[config.mk]
export PLATFORM = sky130hd
export DESIGN_NAME = uart_mmio_ctrl
export DESIGN_NICKNAME = d
export VERILOG_FILES = /design/src/rtl/uart_mmio_ctrl.sv
export SDC_FILE = /design/constraint.sdc
export NUM_CORES = 1
export LEC_CHECK = 0
export ABC_AREA = 1
export BUFFER_PORTS_ARGS = -buffer_cell sky130_fd_sc_hd__buf_2
export CELL_PAD_IN_SITES_DETAIL_PLACEMENT = 1
export CELL_PAD_IN_SITES_GLOBAL_PLACEMENT = 1
export CORE_MARGIN = 10
export CORE_UTILIZATION = 48
export CTS_CLUSTER_DIAMETER = 40
export CTS_CLUSTER_SIZE = 16
export DETAILED_ROUTE_END_ITERATION = 12
export PLACE_DENSITY_LB_ADDON = 0.1
export SETUP_SLACK_MARGIN = 0.1
export SLEW_MARGIN = 20
export SYNTH_ARGS = -nofsm -noshare
export SYNTH_HDL_FRONTEND = slang
export SYNTH_SLANG_ARGS = --single-unit
[constraint.sdc]
create_clock -name clk -period 4 [get_ports clk]
set_input_delay 0.4 -clock clk [delete_from_list [all_inputs] [get_ports clk]]
set_output_delay 0.4 -clock clk [all_outputs]
set_load 0.005 [all_outputs]
[src/rtl/uart_mmio_ctrl.sv]
// rtl/uart_mmio_ctrl.sv - memory-mapped UART controller with TX/RX byte FIFOs
module uart_mmio_ctrl #(
  parameter int          DEPTH_LOG2 = 3,
  parameter logic [31:0] BASE       = 32'h8000_0000
) (
  input  logic        clk,
  input  logic        rst_n,
  input  logic [31:0] A,
  input  logic [31:0] WD,
  input  logic [2:0]  LdStCtrl,
  input  logic        MemEn,
  output logic [31:0] Out,
  output logic [7:0]  DataIn,
  output logic        DataInValid,
  input  logic        DataInReady,
  input  logic [7:0]  DataOut,
  input  logic        DataOutValid
);

  localparam int DEPTH = 1 << DEPTH_LOG2;
  localparam int CW    = DEPTH_LOG2 + 1;

  typedef logic [DEPTH_LOG2-1:0] ptr_t;
  typedef logic [CW-1:0]         cnt_t;

  localparam cnt_t FULL_CNT = cnt_t'(DEPTH);
  localparam cnt_t CNT_ONE  = cnt_t'(1);
  localparam ptr_t PTR_ONE  = ptr_t'(1);

  localparam logic [31:0] A_TXST = BASE;
  localparam logic [31:0] A_RXST = BASE + 32'h4;
  localparam logic [31:0] A_TXD  = BASE + 32'h8;
  localparam logic [31:0] A_RXD  = BASE + 32'hC;
  localparam logic [31:0] A_CNT  = BASE + 32'h10;

  logic [7:0] tx_mem [DEPTH];
  logic [7:0] rx_mem [DEPTH];
  ptr_t       tx_rd, tx_wr, rx_rd, rx_wr;
  cnt_t       tx_count, rx_count;
  logic       tx_overflow, rx_overrun;

  logic is_store, is_load;
  logic tx_full, tx_empty, rx_full, rx_empty;
  logic tx_req, tx_push, tx_pop, tx_ovf_set;
  logic rx_push, rx_pop, rx_ovr_set, flag_clr;
  logic [7:0] rx_head;
  logic unused_wd;

  assign unused_wd = ^WD[31:8];

  assign is_store = MemEn & LdStCtrl[2] & (LdStCtrl[1:0] != 2'b00);
  assign is_load  = MemEn & ~is_store;

  assign tx_full  = (tx_count == FULL_CNT);
  assign tx_empty = (tx_count == '0);
  assign rx_full  = (rx_count == FULL_CNT);
  assign rx_empty = (rx_count == '0);

  // A full FIFO still takes a new byte when its head leaves in the same cycle.
  assign tx_req     = is_store & (A == A_TXD);
  assign tx_pop     = ~tx_empty & DataInReady;
  assign tx_push    = tx_req & (~tx_full | tx_pop);
  assign tx_ovf_set = tx_req & tx_full & ~tx_pop;

  assign rx_pop     = is_load & (A == A_RXD) & ~rx_empty;
  assign rx_push    = DataOutValid & (~rx_full | rx_pop);
  assign rx_ovr_set = DataOutValid & rx_full & ~rx_pop;
  assign flag_clr   = is_load & (A == A_CNT);

  assign DataInValid = ~tx_empty;
  assign DataIn      = tx_empty ? 8'h00 : tx_mem[tx_rd];
  assign rx_head     = rx_empty ? 8'h00 : rx_mem[rx_rd];

  always_comb begin
    Out = 32'h0;
    if (A == A_TXST)      Out = {31'b0, ~tx_full};
    else if (A == A_RXST) Out = {31'b0, ~rx_empty};
    else if (A == A_RXD)  Out = {24'b0, rx_head};
    else if (A == A_CNT)  Out = {14'b0, rx_overrun, tx_overflow, 8'(rx_count), 8'(tx_count)};
  end

  always_ff @(posedge clk) begin
    if (tx_push) tx_mem[tx_wr] <= WD[7:0];
    if (rx_push) rx_mem[rx_wr] <= DataOut;
  end

  always_ff @(posedge clk or negedge rst_n) begin
    if (!rst_n) begin
      tx_rd       <= '0;
      tx_wr       <= '0;
      rx_rd       <= '0;
      rx_wr       <= '0;
      tx_count    <= '0;
      rx_count    <= '0;
      tx_overflow <= 1'b0;
      rx_overrun  <= 1'b0;
    end else begin
      if (tx_push) tx_wr <= tx_wr + PTR_ONE;
      if (tx_pop)  tx_rd <= tx_rd + PTR_ONE;
      if (rx_push) rx_wr <= rx_wr + PTR_ONE;
      if (rx_pop)  rx_rd <= rx_rd + PTR_ONE;
      tx_count <= tx_count + (tx_push ? CNT_ONE : '0) - (tx_pop ? CNT_ONE : '0);
      rx_count <= rx_count + (rx_push ? CNT_ONE : '0) - (rx_pop ? CNT_ONE : '0);
      // A set event in the same cycle as a status read keeps the flag set.
      if (tx_ovf_set)    tx_overflow <= 1'b1;
      else if (flag_clr) tx_overflow <= 1'b0;
      if (rx_ovr_set)    rx_overrun  <= 1'b1;
      else if (flag_clr) rx_overrun  <= 1'b0;
    end
  end

endmodule

==> flow_summary_export.csv <==
group,metric,value,unit
worst_setup_path,path_class,"reg2out",
logic_synthesis,avgSynthCellArea,11.14,um^2
cells_and_area,diodes,0,
cells_and_area,drive_above_1_share,23.82,%
global_routing,grt_max_degree,35,
cells_and_area,nets,803,
logic_synthesis,syn_inst,627,
sta,hold_viol,0,
sta,timing.hold.ws,235.9,ps
cts,clock_latency,430,ps
sta,setup_viol,0,
cts,cts.sinks,150,
placement,placed_area,7443,um^2
worst_setup_path,crit_path_start_kind,"register",
placement,dp_cells,869,
sta,tightest_slew,749.6,ps
worst_setup_path,cpMostUsedCell,"nand2_1",
die,row_count,44,
global_routing,overflow,0,
placement,gp_congestion,0.7518,
sta,max_freq,0.3250,GHz
logic_synthesis,ys.flop_type,"edfxtp_1",
detailed_routing,post_drt_wl_per_cell,19.12,um
sta,slew_headroom,50.03,%
worst_setup_path,required,3600,ps
global_routing,antenna_found_initial,0,
die,dieArea,19770,um^2
cts,cts-root-buf,"clkbuf_16",
sta,tns,0,ps
cells_and_area,fin_cells,902,
pwr,powerDensity,593.0,nW/um^2
hold_path,min_path_cells,1,
die,fp.dieH,140.6,um
flow_run,cap_violations,0,
cts,cts_made_buffers,17,
logic_synthesis,netlist_area,6982,um^2
worst_setup_path,critical-path-max-stage-delay,740,ps
die,num_io_pins,121,
logic_synthesis,ys_types,36,
cts,cts_buffer_depth,2,
worst_setup_path,reg2reg_depth,13,
cts,post_cts_buffers,0,
worst_setup_path,r2r_setup_slack,1410,ps
detailed_routing,final_antenna_net_count,0,
logic_synthesis,seq_area_frac_synth,62.94,%
pwr,ir_worst_vdd,291.3,uV
cells_and_area,finalInstanceArea,8058,um^2
die,core,14370,um^2
die,die_w,140.6,um
detailed_routing,dr.first_iter.drc_count,351,
sta,finalWorstSetupSlack,923.1,ps
worst_setup_path,critPathCaptureType,"output port",
cts,htreeDepth,4,
global_routing,grt.total_usage,17.76,%
worst_setup_path,path_delay_family,"flip-flops",
detailed_routing,via_per_inst,5.433,
sta,timing.final.crit_share,76.92,%
placement,hpwl,11390,um
global_routing,grt_pass1_vias,5420,
pwr,p_leak,0.003179,uW
cts,path_clk_slew,60,ps
hold_path,worstHoldStart,"WD[5]",
worst_setup_path,critPathMaxFanout,33,
logic_synthesis,ys_async_sr_fraction,14.67,%
die,start_util,48.59,%
detailed_routing,drc,0,
cells_and_area,area_delta_synth_final,15.41,%
detailed_routing,first_pass_iters,5,
worst_setup_path,cp.arrival,2680,ps
logic_synthesis,synth.ff_latch_count,150,
hold_path,hold_path_end,"tx_mem[0][5]",
global_routing,grt_pass1_wl,27750,um
sta,min_period,3077,ps
hold_path,min_path_type,"in2reg",
sta,final_max_slew_viol_count,0,
worst_setup_path,path_cells,"inv_2 > nand2_1 > nand3_1 > nand2_1 > nand2_1 > nand2_1 > clkinv_1 > nand2_1 > nand3_1 > a21oi_1 > buf_2",
worst_setup_path,rr_endpoint,"tx_count[2]",
sta,rsz0062_at_grt,"no",
sta,fin_skew,7.763,ps
worst_setup_path,r2r_start,"tx_count[2]",
worst_setup_path,cp_slowest_cell,"dfrtp_1",
run_status,outcome,"finished, final reports clean",
logic_synthesis,synth_edf_count,128,
detailed_routing,totalWireLength,17250,um
worst_setup_path,crit_buf_inv,3,
detailed_routing,dr_total_vias,4901,
placement,dp_slack,1318,ps
placement,port_buffers,78,
logic_synthesis,ys_warn_count,0,
cts,cts_tree,"built",
==> cell families after synthesis <==
group	synth area share (%)
AOI/OAI and AO/OA	8.459
xor gates and xnor gates	1.380
adders and majority gates	3.441
buffers and inverters	6.398
DFF	62.94
other	0.05371
and+or+nand+nor	17.33
==> per-stage QoR <==
| stage | power [uW] | utilization [%] |
|---|---|---|
| 6_report | 4779 | 56.08 |
| 2_1_floorplan | 2799 | - |
| 4_1_cts | 4823 | 56.07 |
| 5_1_grt | 5048 | 56.08 |
| 3_5_place_dp | 3180 | 51.80 |
| 3_3_place_gp | 3099 | 51.80 |
==> placed cells by master, fill, tap and decap left out, drive strengths merged <==
master,instances
o21a,1
clkinv,7
o221ai,6
xnor2,4
and3,1
inv,57
nor3b,1
edfxtp,128
o32ai,16
o21ai,60
dlygate4sd3,1
bufinv,3
buf,80
clkbuf,17
clkinvlp,3
dfrtp,22
xor2,7
nand2,75
ha,16
a21oi,8
nand3b,2
nor2,144
nor3,4
fa,2
o22ai,8
conb,18
nand3,27
==> synthesized netlist by cell type, types with 5 or more instances <==
cell type,n,share of area (%)
buf_2,10,0.72
o22ai_1,8,0.72
o21ai_0,26,1.9
nor2_4,5,0.81
xor2_1,7,0.88
dfrtp_1,22,7.9
nand2_4,5,0.81
nand3_1,22,1.6
nor2_2,24,2.2
clkbuf_1,8,0.43
o221ai_1,6,0.75
o21ai_1,34,2.4
buf_4,21,2.3
nor2_1,115,6.2
nand2_2,5,0.45
ha_1,16,2.9
nand2_1,65,3.5
edfxtp_1,128,55
a21oi_1,8,0.57
o32ai_1,16,2.0
inv_2,13,0.70
inv_1,40,2.2
==> what timing repair did <==
item                      CTS  global route
hold buffers                1             0
resized for setup           0             0
hold endpoints to repair   22             0
==> area by class of cell <==
cell class	count	area (um^2)
clock buffer	17	425.4
fill	1570	6311
clock inverter	15	177.7
sequential	150	4395
inverter	55	209.0
tap	184	230.2
multi-input combinational	400	2205
timing repair buffer	81	415.4
==> per-layer routing <==
metal,GRT usage (%),vias to the layer above,wire (um)
met5,0,-,0
met4,5.707,0,212
met3,5.643,25,1147
met2,29.66,168,8539
met1,21.34,2418,7349
li1,-,2290,-
==> sequential cells by signal, indices dropped and copies added, names as in the netlist <==
register     count
rx_count         4
rx_mem          64
rx_overrun       1
rx_rd            3
rx_wr            3
tx_count         4
tx_mem          64
tx_overflow      1
tx_rd            3
tx_wr            3
==> worst max-delay path by stage <==
| stage | from | endpoint | slack, ps | cells after the start |
|---|---|---|---|---|
| after floorplan | A[27] | rx_count[2] | 1680 | 13 |
| after global placement | rx_rd[0] | Out[0] | 1390 | 11 |
| after detailed placement | A[1] | rx_count[2] | 1320 | 14 |
| after CTS | rx_rd[0] | Out[0] | 890 | 11 |
| after global routing | rx_rd[0] | Out[0] | 650 | 11 |
| final | rx_rd[0] | Out[0] | 920 | 11 |
==> power breakdown <==
part	total [uW]	internal [uW]	switching, uW
sequential	2030	1870	153
combinational	1120	420	702
clock	1630	982	648
(Power assumes the default switching activity.)
